==> src/rtl/eth_frame_loop_mem_pkg.sv <==
// Shared types and constants for the frame-loop script-memory AXI4-Lite master.
package eth_frame_loop_mem_pkg;

  typedef enum logic [2:0] {
    IDLE    = 3'd0,
    WR_CAP  = 3'd1,
    RD_CAP  = 3'd2,
    MEM     = 3'd3,
    WR_RESP = 3'd4,
    RD_RESP = 3'd5
  } mem_master_state_t;

  localparam logic [1:0] RESP_OKAY   = 2'b00;
  localparam logic [1:0] RESP_SLVERR = 2'b10;
  localparam logic [1:0] RESP_DECERR = 2'b11;

  // Byte-address width covering all script sections (4 copies per script).
  function automatic int unsigned mem_addr_width(input int unsigned num_scripts,
                                                 input int unsigned max_size);
    return $clog2(4 * num_scripts * max_size);
  endfunction

endpackage

==> src/rtl/eth_frame_loop_mem_master.sv <==
// AXI4-Lite slave that turns single reads/writes into script-RAM req/ack transactions.
// Optional ack timeout: define ETH_FRAME_LOOP_MEM_TIMEOUT_EN.
module eth_frame_loop_mem_master
  import eth_frame_loop_mem_pkg::*;
#(
  parameter int unsigned C_AXI_WIDTH       = 32,
  parameter int unsigned C_AXI_ADDR_WIDTH  = 32,
  parameter int unsigned C_NUM_SCRIPTS     = 4,
  parameter int unsigned C_MAX_SCRIPT_SIZE = 2048,
  parameter int unsigned C_TIMEOUT_CYCLES  = 256,
  localparam int unsigned MEM_AW = mem_addr_width(C_NUM_SCRIPTS, C_MAX_SCRIPT_SIZE),
  localparam int unsigned STRB_W = C_AXI_WIDTH / 8
) (
  input  logic                        clk,
  input  logic                        rst_n,
  input  logic [C_AXI_ADDR_WIDTH-1:0] s_axi_awaddr,
  input  logic                        s_axi_awvalid,
  output logic                        s_axi_awready,
  input  logic [C_AXI_WIDTH-1:0]      s_axi_wdata,
  input  logic [STRB_W-1:0]           s_axi_wstrb,
  input  logic                        s_axi_wvalid,
  output logic                        s_axi_wready,
  output logic [1:0]                  s_axi_bresp,
  output logic                        s_axi_bvalid,
  input  logic                        s_axi_bready,
  input  logic [C_AXI_ADDR_WIDTH-1:0] s_axi_araddr,
  input  logic                        s_axi_arvalid,
  output logic                        s_axi_arready,
  output logic [C_AXI_WIDTH-1:0]      s_axi_rdata,
  output logic [1:0]                  s_axi_rresp,
  output logic                        s_axi_rvalid,
  input  logic                        s_axi_rready,
  output logic                        mem_req,
  output logic [MEM_AW-1:0]           mem_addr,
  output logic                        mem_wenable,
  output logic [C_AXI_WIDTH-1:0]      mem_wdata,
  input  logic [C_AXI_WIDTH-1:0]      mem_rdata,
  input  logic                        mem_ack
);

  mem_master_state_t state_q, state_d;

  logic                        prefer_read_q, prefer_read_d;
  logic [C_AXI_ADDR_WIDTH-1:0] addr_q, addr_d;
  logic [C_AXI_WIDTH-1:0]      wdata_q, wdata_d;
  logic [STRB_W-1:0]           strb_q, strb_d;

  logic                        awready_d, wready_d, arready_d;
  logic                        bvalid_d, rvalid_d;
  logic [1:0]                  bresp_d, rresp_d;
  logic [C_AXI_WIDTH-1:0]      rdata_d;
  logic                        mem_req_d, mem_wenable_d;
  logic [MEM_AW-1:0]           mem_addr_d;
  logic [C_AXI_WIDTH-1:0]      mem_wdata_d;

  logic addr_err, strb_err, is_wr_cap;

  assign addr_err  = (addr_q >> MEM_AW) != '0;
  assign strb_err  = strb_q != '1;
  assign is_wr_cap = state_q == WR_CAP;

`ifdef ETH_FRAME_LOOP_MEM_TIMEOUT_EN
  localparam int unsigned TMO_W = $clog2(C_TIMEOUT_CYCLES + 1);
  logic [TMO_W-1:0] cnt_q, cnt_d, cnt_inc;
  assign cnt_inc = cnt_q + TMO_W'(1);
`endif

  // State and output registers.
  always_ff @(posedge clk or negedge rst_n) begin
    if (!rst_n) begin
      state_q       <= IDLE;
      prefer_read_q <= 1'b1;
      addr_q        <= '0;
      wdata_q       <= '0;
      strb_q        <= '0;
      s_axi_awready <= 1'b0;
      s_axi_wready  <= 1'b0;
      s_axi_arready <= 1'b0;
      s_axi_bvalid  <= 1'b0;
      s_axi_bresp   <= 2'b00;
      s_axi_rvalid  <= 1'b0;
      s_axi_rresp   <= 2'b00;
      s_axi_rdata   <= '0;
      mem_req       <= 1'b0;
      mem_addr      <= '0;
      mem_wenable   <= 1'b0;
      mem_wdata     <= '0;
`ifdef ETH_FRAME_LOOP_MEM_TIMEOUT_EN
      cnt_q         <= '0;
`endif
    end else begin
      state_q       <= state_d;
      prefer_read_q <= prefer_read_d;
      addr_q        <= addr_d;
      wdata_q       <= wdata_d;
      strb_q        <= strb_d;
      s_axi_awready <= awready_d;
      s_axi_wready  <= wready_d;
      s_axi_arready <= arready_d;
      s_axi_bvalid  <= bvalid_d;
      s_axi_bresp   <= bresp_d;
      s_axi_rvalid  <= rvalid_d;
      s_axi_rresp   <= rresp_d;
      s_axi_rdata   <= rdata_d;
      mem_req       <= mem_req_d;
      mem_addr      <= mem_addr_d;
      mem_wenable   <= mem_wenable_d;
      mem_wdata     <= mem_wdata_d;
`ifdef ETH_FRAME_LOOP_MEM_TIMEOUT_EN
      cnt_q         <= cnt_d;
`endif
    end
  end

  // Next-state and next-output logic.
  always_comb begin
    state_d       = state_q;
    prefer_read_d = prefer_read_q;
    addr_d        = addr_q;
    wdata_d       = wdata_q;
    strb_d        = strb_q;
    awready_d     = 1'b0;
    wready_d      = 1'b0;
    arready_d     = 1'b0;
    bvalid_d      = s_axi_bvalid;
    bresp_d       = s_axi_bresp;
    rvalid_d      = s_axi_rvalid;
    rresp_d       = s_axi_rresp;
    rdata_d       = s_axi_rdata;
    mem_req_d     = mem_req;
    mem_addr_d    = mem_addr;
    mem_wenable_d = mem_wenable;
    mem_wdata_d   = mem_wdata;
`ifdef ETH_FRAME_LOOP_MEM_TIMEOUT_EN
    cnt_d         = cnt_q;
`endif

    case (state_q)
      IDLE: begin
        // Round-robin: a write wins only if no read is pending or a read went last.
        if (s_axi_awvalid && s_axi_wvalid && (!s_axi_arvalid || !prefer_read_q)) begin
          awready_d     = 1'b1;
          wready_d      = 1'b1;
          addr_d        = s_axi_awaddr;
          wdata_d       = s_axi_wdata;
          strb_d        = s_axi_wstrb;
          prefer_read_d = 1'b1;
          state_d       = WR_CAP;
        end else if (s_axi_arvalid) begin
          arready_d     = 1'b1;
          addr_d        = s_axi_araddr;
          prefer_read_d = 1'b0;
          state_d       = RD_CAP;
        end
      end

      WR_CAP, RD_CAP: begin
        if (addr_err || (is_wr_cap && strb_err)) begin
          if (is_wr_cap) begin
            bvalid_d = 1'b1;
            bresp_d  = addr_err ? RESP_DECERR : RESP_SLVERR;
            state_d  = WR_RESP;
          end else begin
            rvalid_d = 1'b1;
            rresp_d  = RESP_DECERR;
            rdata_d  = '0;
            state_d  = RD_RESP;
          end
        end else begin
          mem_req_d     = 1'b1;
          mem_addr_d    = MEM_AW'(addr_q);
          mem_wenable_d = is_wr_cap;
          if (is_wr_cap) mem_wdata_d = wdata_q;
`ifdef ETH_FRAME_LOOP_MEM_TIMEOUT_EN
          cnt_d         = '0;
`endif
          state_d       = MEM;
        end
      end

      MEM: begin
        if (mem_ack) begin
          mem_req_d     = 1'b0;
          mem_wenable_d = 1'b0;
          if (mem_wenable) begin
            bvalid_d = 1'b1;
            bresp_d  = RESP_OKAY;
            state_d  = WR_RESP;
          end else begin
            rvalid_d = 1'b1;
            rresp_d  = RESP_OKAY;
            rdata_d  = mem_rdata;
            state_d  = RD_RESP;
          end
        end
`ifdef ETH_FRAME_LOOP_MEM_TIMEOUT_EN
        // Ack has priority over a timeout landing on the same cycle.
        else if (cnt_inc == TMO_W'(C_TIMEOUT_CYCLES)) begin
          mem_req_d     = 1'b0;
          mem_wenable_d = 1'b0;
          if (mem_wenable) begin
            bvalid_d = 1'b1;
            bresp_d  = RESP_SLVERR;
            state_d  = WR_RESP;
          end else begin
            rvalid_d = 1'b1;
            rresp_d  = RESP_SLVERR;
            rdata_d  = '0;
            state_d  = RD_RESP;
          end
        end else begin
          cnt_d = cnt_inc;
        end
`endif
      end

      WR_RESP: begin
        if (s_axi_bready) begin
          bvalid_d = 1'b0;
          state_d  = IDLE;
        end
      end

      RD_RESP: begin
        if (s_axi_rready) begin
          rvalid_d = 1'b0;
          state_d  = IDLE;
        end
      end

      default: state_d = IDLE;
    endcase
  end

endmodule

==> config.mk <==
export PLATFORM = sky130hd
export DESIGN_NAME = eth_frame_loop_mem_master
export DESIGN_NICKNAME = d
export VERILOG_FILES = /design/src/rtl/eth_frame_loop_mem_pkg.sv /design/src/rtl/eth_frame_loop_mem_master.sv
export SDC_FILE = /design/constraint.sdc
export NUM_CORES = 1
export LEC_CHECK = 0
export CAP_MARGIN = 20
export CORE_UTILIZATION = 35
export DETAILED_ROUTE_END_ITERATION = 10
export GPL_TIMING_DRIVEN = 0
export PLACE_DENSITY_LB_ADDON = 0.2
export RECOVER_POWER = 100
export SLEW_MARGIN = 20
export SYNTH_ARGS = -nofsm -noshare
export SYNTH_HDL_FRONTEND = slang
export SYNTH_SLANG_ARGS = --single-unit
==> constraint.sdc <==
create_clock -name clk -period 2.1 [get_ports clk]
set_clock_uncertainty 0.1 [all_clocks]
set_input_delay 0.63 -clock clk [delete_from_list [all_inputs] [get_ports clk]]
set_output_delay 0.63 -clock clk [all_outputs]
set_load 0.005 [all_outputs]
==> impl_results.md <==
- Critical Path Sink Type: flip-flop
- Setup slack of the most critical reg-to-reg path: -240 ps
- Maximum Capacitance Violations: 0
- DIE HEIGHT: 140 µm
- Hold buffers post-CTS: 0
- Global-route wire length before repair: 28400 µm
- Maximum root-to-sink buffer count: 2
- Family with the most delay on the worst path: simple AND/OR/NAND/NOR gates
- Fraction of the core area covered by cells at the end of the flow: 0.574
- Chain of cells forming the critical path: nor4_4 -> nand3_2 -> or2_1 -> and4b_1 -> buf_6 -> buf_12 -> mux2_2
- Violated checks: setup timing
- Number of nets produced by synthesis: 753
- Number of enable-type register cells in the synthesized netlist: 0
- Final design instance area without fill: 10500 µm²
- Switching power as a share of total power: 0.325
- Count of non-filler cells in the finished layout: 1130
- Power per cell area: 1030 nW/µm²
- Max stage delay on crit path: 430 ps
- Min setup slack post-route: -239 ps
- Vias after detailed routing: 5329
- Main area contributors after synthesis: sky130_fd_sc_hd__dfrtp_1 (60%), sky130_fd_sc_hd__nand2_1 (10%), sky130_fd_sc_hd__mux2i_1 (4.8%)
- Total Wirelength: 17700 µm
- Count of unresolved DRC violations after routing: 0
- Smallest hold slack: 278 ps
- Pre-CTS setup slack: -816 ps
- Total track usage: 0.187
- Die width: 140 µm
- Instance count after placement with tap cells included: 1072
- Tmin final: 2340 ps
- Fmax: 0.428 GHz
- I/O pin count: 230
- CTS buffer count: 17
- Starting density of the core: 0.363
- Post-route fraction of the period consumed by the critical path: 1.11
- P_int: 7.28 mW
- Overall overflow remaining after global route: 0
- Count of cell types in the netlist: 43
- Largest area contributor in the netlist: sky130_fd_sc_hd__dfrtp_1
- Clock transition at the register clock pins on the worst setup and hold paths after CTS: 70 ps
- Antenna diodes: 0
- Transition time at the pin with the least slew margin: 998 ps
- Source-to-sink clock delay at the later pin of the worst-skew pair: 420 ps
- Critical Path Start Type: flip-flop
- Clock power frac: 0.289
- Standby leakage power: 4.84 nW
- Required @ worst endpoint: 2310 ps
- Most numerous cell in the Yosys netlist: sky130_fd_sc_hd__nand2_1
- Top post-synthesis cells by count: sky130_fd_sc_hd__nand2_1 (185), sky130_fd_sc_hd__dfrtp_1 (159), sky130_fd_sc_hd__o21ai_0 (38)
- Most used DFF post-synth: sky130_fd_sc_hd__dfrtp_1
- Standard cell area after detailed placement: 9240 µm²
- Worst-case vdd ir drop: 0.643 mV
- Cells after Synth: 613
- Share of total power in sequential cells: 0.406
- Number of global-route vias before repair: 5340
- Post-Route Setup TNS: -12520 ps
- Count of clock tree sinks: 160
- Number of nets at the end of the flow: 1028
- Worst path bufs/invs: 2
- Depth of the worst register-to-register path: 7
- Clock Root Buffer: sky130_fd_sc_hd__clkbuf_16
- Unrepaired setup endpoints after global routing: yes
- Routed via count divided by cell count: 4.72
- Net switching component of the power: 3.51 mW
- Run status: complete, but fails checks
- Relative slew slack: 0.334
- Maximum number of pins on one net before global-route repair: 90
- Total power after layout: 10.8 mW
- Critical-path top delay cell: sky130_fd_sc_hd__dfrtp_1
- Syn avg cell area: 10.8 µm²
- Seq/Total Area, Yosys: 0.604
- Routed wire per std cell: 15.6 µm
- Area growth from synthesis to layout: 58.0%
- Reg2reg end: mem_wdata[0]$_DFFE_PN0P_
- Gpl congestion: 0.766
- Clock tree from TritonCTS: built
- Async SR Flop Fraction: 1.00
- Remaining number of nets flagged by the antenna check after routing: 0
- Path class of the lowest-slack min-delay path: primary input to asynchronous set/reset pin
- Worst Path Max Fanout: 10
- Arr. time, crit path: 2540 ps
- Area of the placeable core: 18300 µm²
- Half-perimeter wire length after placement: 12100 µm
- Buffers added on ports: 229
- Number of antenna violations at the first check in global routing: 0
- Number of hold violations in the final report: 0
- Number of max-slew violations in the final report: 0
- Setup violation total in the final timing report: 100
- Reg2Reg Launch Point: addr_q[17]$_DFFE_PN0P_
- Crit path kind: flip-flop to flip-flop
- Number of warnings reported in the yosys synthesis log: 0
- Number of synthesized register bits: 160
- Die outline area: 19500 µm²
- Post-synth design cell area: 6630 µm²
- Fraction of layout instances using a drive strength above 1: 0.194
- Area share of the largest cell type after synthesis: 0.600
- Share of power burned in combinational logic: 0.305
- Number of rows in the core area: 49
- Total number of H-tree levels: 4
- DRT iter0 DRCs: 150
- Number of fill cells: 1619
- Initial DRT Pass Iterations: 4
[worst max-delay path by stage]
stage | startpoint | endpoint | slack (ps) | cells after the start
2_1_floorplan | addr_q[16]$_DFFE_PN0P_ | mem_addr[10]$_DFFE_PN0P_ | 10 | 7
3_3_place_gp | rst_n | s_axi_rdata[19]$_DFFE_PN0P_ | -6430 | 1
3_5_place_dp | s_axi_arvalid | addr_q[19]$_DFFE_PN0P_ | -820 | 6
4_1_cts | addr_q[31]$_DFFE_PN0P_ | mem_wdata[20]$_DFFE_PN0P_ | -230 | 7
5_1_grt | addr_q[17]$_DFFE_PN0P_ | mem_wdata[24]$_DFFE_PN0P_ | -340 | 7
6_report | addr_q[17]$_DFFE_PN0P_ | mem_wdata[0]$_DFFE_PN0P_ | -240 | 7
[cell usage in the layout, fill, tap and decap left out, types with 10 or more instances in the layout]
cell type	n
sky130_fd_sc_hd__mux2_4	29
sky130_fd_sc_hd__dfrtp_1	159
sky130_fd_sc_hd__clkbuf_16	20
sky130_fd_sc_hd__clkdlybuf4s50_1	219
sky130_fd_sc_hd__mux2_1	10
sky130_fd_sc_hd__a21oi_1	35
sky130_fd_sc_hd__nand2_2	15
sky130_fd_sc_hd__buf_4	11
sky130_fd_sc_hd__o21ai_1	20
sky130_fd_sc_hd__mux2i_1	32
sky130_fd_sc_hd__nor2_1	36
sky130_fd_sc_hd__clkbuf_2	10
sky130_fd_sc_hd__nand2_1	166
sky130_fd_sc_hd__buf_6	11
[routing by layer]
layer | up-vias | track usage | part of all wire
met3 | 22 | 0.0561 | 0.065
met4 | 0 | 0.0671 | 0.017
met2 | 165 | 0.296 | 0.47
met1 | 2527 | 0.243 | 0.45
li1 | 2615 | - | -
met5 | - | 0 | 0
[cell families after synthesis]
group / count (synthesis) / share of synthesized area
AOI/OAI and AO/OA: 86 / 0.0721
xor gates and xnor gates: 1 / 0.00132
buffers and inverters: 43 / 0.0362
DFF: 160 / 0.604
muxes: 79 / 0.133
and+or+nand+nor: 244 / 0.153
[what timing repair did]
action / 4_1_cts / 5_1_grt
pin swaps: 2 / 18
endpoints found under the hold margin: 0 / 0
gates resized for setup: 50 / 115
setup endpoints to repair: 150 / 138
gates cloned: 1 / 3
buffers inserted: 11 / 11
[worst register-to-register path, cell delays in order, from the launching register on]
cell                      delay [ps]
sky130_fd_sc_hd__dfrtp_1         430
sky130_fd_sc_hd__nor4_4          370
sky130_fd_sc_hd__nand3_2         140
sky130_fd_sc_hd__or2_1           250
sky130_fd_sc_hd__and4b_1         300
sky130_fd_sc_hd__buf_6           160
sky130_fd_sc_hd__buf_12          150
sky130_fd_sc_hd__mux2_2          330
[power groups by stage]
stage          Sequential [mW]  Combinational (mW)  Clock [mW]
6_report                  4.38                3.29        3.12
5_1_grt                   4.47                3.69        3.33
4_1_cts                   4.35                2.79        3.20
3_5_place_dp              4.38                2.71           0
3_3_place_gp              4.35                2.64           0
2_1_floorplan             4.29                1.59           0
[layout make-up]
class	instances	area, µm²	share of cell area
Tap cell	229	287	0.0273
Sequential cell	160	4010	0.382
Timing Repair Buffer	256	2630	0.251
Multi-Input combinational cell	410	2630	0.251
Buffer	38	317	0.0302
Inverter	5	18.8	0.00179
Clock buffer	19	443	0.0423
Clock inverter	13	149	0.0142
[flip-flops by register name (all words and copies together) (netlist names)]
| signal | flops |
|---|---|
| addr_q | 32 |
| mem_wdata | 32 |
| s_axi_rdata | 32 |
| wdata_q | 32 |
| mem_addr | 15 |
| strb_q | 4 |
| state_q | 3 |
| s_axi_bresp | 2 |
| mem_req | 1 |
| mem_wenable | 1 |
| prefer_read_q | 1 |
| s_axi_arready | 1 |
| s_axi_bvalid | 1 |
| s_axi_rresp | 1 |
| s_axi_rvalid | 1 |
| s_axi_wready | 1 |
(Power assumes the default switching activity.)
